--- src/rtl/uart_alu_intf_ctrl.sv ---
// Frame controller: pops A, B, opcode from the UART RX buffer,
// runs the ALU and pushes one result byte to the UART TX buffer.
module uart_alu_intf_ctrl #(
  parameter int NB_DATA        = 8,
  parameter int NB_OP          = 6,
  parameter int TIMEOUT_CYCLES = 1000000
) (
  input  logic               clk,
  input  logic               reset,
  input  logic               rx_empty,
  input  logic [NB_DATA-1:0] rx_data,
  output logic               rx_rd,
  output logic [NB_DATA-1:0] alu_data_a,
  output logic [NB_DATA-1:0] alu_data_b,
  output logic [NB_OP-1:0]   alu_op,
  input  logic [NB_DATA-1:0] alu_result,
  input  logic               tx_full,
  output logic               tx_wr,
  output logic [NB_DATA-1:0] tx_data,
  output logic               busy,
  output logic               frame_err
);

  localparam bit TO_EN = (TIMEOUT_CYCLES > 0);
  localparam int CW =
    TO_EN ? (($clog2(TIMEOUT_CYCLES + 1) > 0) ?
             $clog2(TIMEOUT_CYCLES + 1) : 1) : 1;
  localparam logic [CW-1:0] TERM =
    CW'(TO_EN ? TIMEOUT_CYCLES - 1 : 0);
  localparam logic [CW-1:0] CNT_MAX =
    CW'(TO_EN ? TIMEOUT_CYCLES : 0);

  typedef enum logic [2:0] {
    WAIT_A,
    WAIT_B,
    WAIT_OP,
    EXEC,
    SEND
  } state_t;

  state_t        state;
  state_t        state_nxt;
  logic [CW-1:0] cnt;
  logic [CW-1:0] cnt_nxt;
  logic          in_rx;
  logic          waiting;
  logic          pop;
  logic          push;
  logic          tmo;

  always_comb begin
    state_nxt = state;
    cnt_nxt   = cnt;
    in_rx     = (state == WAIT_A) ||
                (state == WAIT_B) ||
                (state == WAIT_OP);
    waiting   = (state == WAIT_B) ||
                (state == WAIT_OP);
    pop       = in_rx && !rx_empty;
    push      = (state == SEND) && !tx_full;
    tmo       = TO_EN && waiting && rx_empty &&
                (cnt == TERM);

    case (state)
      WAIT_A:  if (pop) state_nxt = WAIT_B;
      WAIT_B:  if (pop) state_nxt = WAIT_OP;
               else if (tmo) state_nxt = WAIT_A;
      WAIT_OP: if (pop) state_nxt = EXEC;
               else if (tmo) state_nxt = WAIT_A;
      EXEC:    state_nxt = SEND;
      SEND:    if (push) state_nxt = WAIT_A;
      default: state_nxt = WAIT_A;
    endcase

    // Idle-gap counter: saturates, never wraps
    if (!TO_EN || pop || state_nxt == WAIT_A)
      cnt_nxt = '0;
    else if (waiting && rx_empty && cnt != CNT_MAX)
      cnt_nxt = cnt + CW'(1);
  end

  always_ff @(posedge clk or negedge reset) begin
    if (!reset) begin
      state      <= WAIT_A;
      cnt        <= '0;
      alu_data_a <= '0;
      alu_data_b <= '0;
      alu_op     <= '0;
      tx_data    <= '0;
    end else begin
      state <= state_nxt;
      cnt   <= cnt_nxt;
      if (pop && state == WAIT_A)
        alu_data_a <= rx_data;
      if (pop && state == WAIT_B)
        alu_data_b <= rx_data;
      if (pop && state == WAIT_OP)
        alu_op <= rx_data[NB_OP-1:0];
      if (state == EXEC)
        tx_data <= alu_result;
    end
  end

  assign rx_rd     = reset && pop;
  assign tx_wr     = reset && push;
  assign frame_err = reset && tmo;
  assign busy      = (state != WAIT_A);

endmodule
--- config.mk ---
export PLATFORM = sky130hd
export DESIGN_NAME = uart_alu_intf_ctrl
export DESIGN_NICKNAME = d
export VERILOG_FILES = /design/src/rtl/uart_alu_intf_ctrl.sv
export SDC_FILE = /design/constraint.sdc
export NUM_CORES = 1
export LEC_CHECK = 0
export CORE_ASPECT_RATIO = 0.9
export CORE_UTILIZATION = 45
export DETAILED_ROUTE_END_ITERATION = 12
export PLACE_DENSITY = 0.72
export SYNTH_ARGS = -nofsm -noshare
export SYNTH_HDL_FRONTEND = slang
export SYNTH_SLANG_ARGS = --single-unit
--- constraint.sdc ---
create_clock -name clk -period 2.86 [get_ports clk]
set_input_delay 0.286 -clock clk [delete_from_list [all_inputs] [get_ports clk]]
set_output_delay 0.286 -clock clk [all_outputs]
set_load 0.005 [all_outputs]
==> run_results.csv <==
group,metric,value,unit
status,status,"finished, final reports clean",
synthesis,ys_ff_latch,53,
drt,wire_per_inst,14.9,um
synthesis,syn_area,0.00254,mm2
sta,finalCriticalPeriod,2.40,ns
power,p_leak,1.31,nW
global_routing,grt_antenna_before_repair,0,
sta,finalMaxSlewViolations,0,
place,hpwl,3700,um
setup_path,path_buf_inv,1,
synthesis,syn_nets,245,
drt,drtIter0Drc,75,
die,dieArea,0.00594,mm2
clocking,htree_levels,2,
run,maxCapViolCount,0,
drt,first_pass_iters,4,
drt,via_per_inst,5.54,
drt,vias,1922,
setup_path,cp-end-kind,"output pin",
sta,slew_headroom,0.635,
synthesis,async_flop_share,1.00,
hold_path,hp-class,"in -> async",
setup_path,slowest_delay,0.54,ns
drt,totalWireLength,5180,um
setup_path,crit_chain,"or4_1, or4_4, nor3_2, dlymetal6s2s_1",
clocking,max-clock-path-buffers,2,
synthesis,synth_edf_count,0,
die,pin_count,54,
sta,rsz0062_at_grt,"no",
setup_path,crit_family,"simple AND/OR/NAND/NOR gates",
synthesis,synth_cells,223,
power,ir_drop,0.439,mV
die,core-area,0.00535,mm2
global_routing,grt_max_degree,44,
die,die_x,81.1,um
setup_path,worst_setup_path_start_kind,"flip-flop",
synthesis,ys_seq_area_frac,0.523,
drt,drcViolationCount,0,
sta,finClkSkew,0.00993,ns
global_routing,grt_usage,0.198,
sta,period_share,0.839,
power,power.density,848,mW/mm2
die,rows,25,
layout,final_nets,301,
global_routing,grt_pass1_vias,1892,
clocking,postCtsSetupBuffers,0,
setup_path,slowest_stage,"or4_4",
sta,fin_hold_ws,0.383,ns
synthesis,synth_warnings,0,
setup_path,critical_path_class,"reg -> out",
drt,ant_nets,0,
synthesis,ys.flop_type,"dfrtp_1",
layout,num_antenna_cells,0,
layout,syn2layout_area_growth,28.2,%
sta,finalSetupViolCount,0,
die,initial_core_util,0.474,
place,io_buffers,53,
place,gp_congestion,0.751,
clocking,clk_latency,0.31,ns
synthesis,synth_cell_types,43,
sta,clock.fmax,417,MHz
global_routing,grt_overflow_total,0,
place,placed_area,0.00313,mm2
clocking,clockRootBuffer,"clkbuf_8",
layout,final_cell_area,0.00325,mm2
sta,setup_tns,0,ns
clocking,cts_tree,"yes",
die,die_h,73.2,um
clocking,clk_pin_slew_worst_paths,0.10,ns
setup_path,crit_fanout,4,
sta,hold_viol,0,
setup_path,required,2.57,ns
layout,drive_gt1_frac,0.193,
clocking,cts_buffers,5,
sta,worst_pin_slew,0.548,ns
setup_path,cp.arrival,2.11,ns
synthesis,avgSynthCellArea,11.4,um2
global_routing,grt_pass1_wl,8880,um
clocking,clkSinkCount,53,
[final cells by class]
type | count | area (um2)
sequential | 53 | 1330
multi-input combinational | 154 | 1140
tap | 67 | 83.8
fill | 461 | 2100
clock inverter | 2 | 16.3
clock buffer | 6 | 82.6
inverter | 5 | 18.8
timing repair buffer | 60 | 583
[layout by cell type (no fill, tap or decap), types with 2 or more instances in the layout]
cell type,Yosys,routed
dfrtp_1,53,53
clkdlybuf4s50_1,0,51
mux2_2,30,30
a21oi_1,14,14
o21ai_0,11,11
nand2_1,10,10
nand3_1,8,8
nor2_1,8,8
nand4_1,7,7
or3_1,7,7
clkbuf_8,0,6
buf_4,0,6
inv_1,5,5
or4_1,5,5
xor2_1,5,5
nor2b_1,4,4
o211ai_1,4,4
and2_1,4,4
o31ai_1,4,4
xnor2_1,3,3
nand3b_1,2,2
and3_1,2,2
nor3_1,3,2
nand2b_1,2,2
or4b_2,2,2
ha_1,2,2
[report_power, final]
group | internal [mW] | total, mW | switching (mW)
combinational | 0.731 | 1.13 | 0.400
clock | 0.200 | 0.456 | 0.257
sequential | 0.991 | 1.17 | 0.177
[stage by stage]
stage	utilization	power, mW	instances	worst slack [ns]
floorplan	-	1.70	223	0.756
global placement	0.586	2.30	338	0.345
detailed placement	0.586	2.32	338	0.376
CTS	0.607	2.78	347	0.0419
global route	0.608	2.93	347	0.369
finish	0.608	2.76	347	0.460
[path summary, 6_finish.rpt]
check                                start          to  slack, ns  cells after the start
worst min-delay path                 reset    state[1]       0.38                      2
worst max-delay path                cnt[7]   frame_err       0.46                      4
max in group asynchronous            reset     cnt[19]       1.65                      3
worst max register to register      cnt[7]      cnt[3]       0.49                      5
min in group clk                tx_data[6]  tx_data[6]       0.51                      1
worst min register to register  tx_data[6]  tx_data[6]       0.51                      1
[synth_stat cells, types with 3 or more instances]
master	count	area share
a21oi_1	14	0.028
and2_1	4	0.0099
clkbuf_1	8	0.012
dfrtp_1	53	0.52
inv_1	5	0.0074
mux2_2	30	0.13
nand2_1	10	0.015
nand3_1	8	0.016
nand4_1	7	0.017
nor2_1	8	0.012
nor2b_1	4	0.0099
nor3_1	3	0.0059
o211ai_1	4	0.012
o21ai_0	11	0.022
o31ai_1	4	0.012
or3_1	7	0.017
or4_1	5	0.015
xnor2_1	3	0.010
xor2_1	5	0.017
[logic make-up after synthesis]
| group | Yosys count | synth area share |
|---|---|---|
| muxes | 31 | 0.137 |
| adders and majority gates | 2 | 0.00987 |
| AOI/OAI and AO/OA | 37 | 0.0883 |
| xor gates and xnor gates | 8 | 0.0276 |
| buffers and inverters | 16 | 0.0296 |
| DFF | 53 | 0.523 |
| and+or+nand+nor | 76 | 0.185 |
[repair_timing]
item,4_1_cts,5_1_grt
hold buffers,1,0
endpoints found under the setup margin,1,1
hold endpoints to repair,10,0
cloned,0,0
resized for setup,1,1
[layer usage]
metal  vias up  share of wire  global-route usage
met1       944           0.51               0.286
met5         -              0                   0
li1        930              -                   -
met4         0          0.014              0.0813
met3         9          0.045              0.0475
met2        39           0.43               0.283
[sequential cells by signal (all words and copies together) (netlist names)]
register and count:
alu_op 6, alu_data_b 8, cnt 20, state 3, tx_data 8, alu_data_a 8
Power figures use the tool's default switching activity.
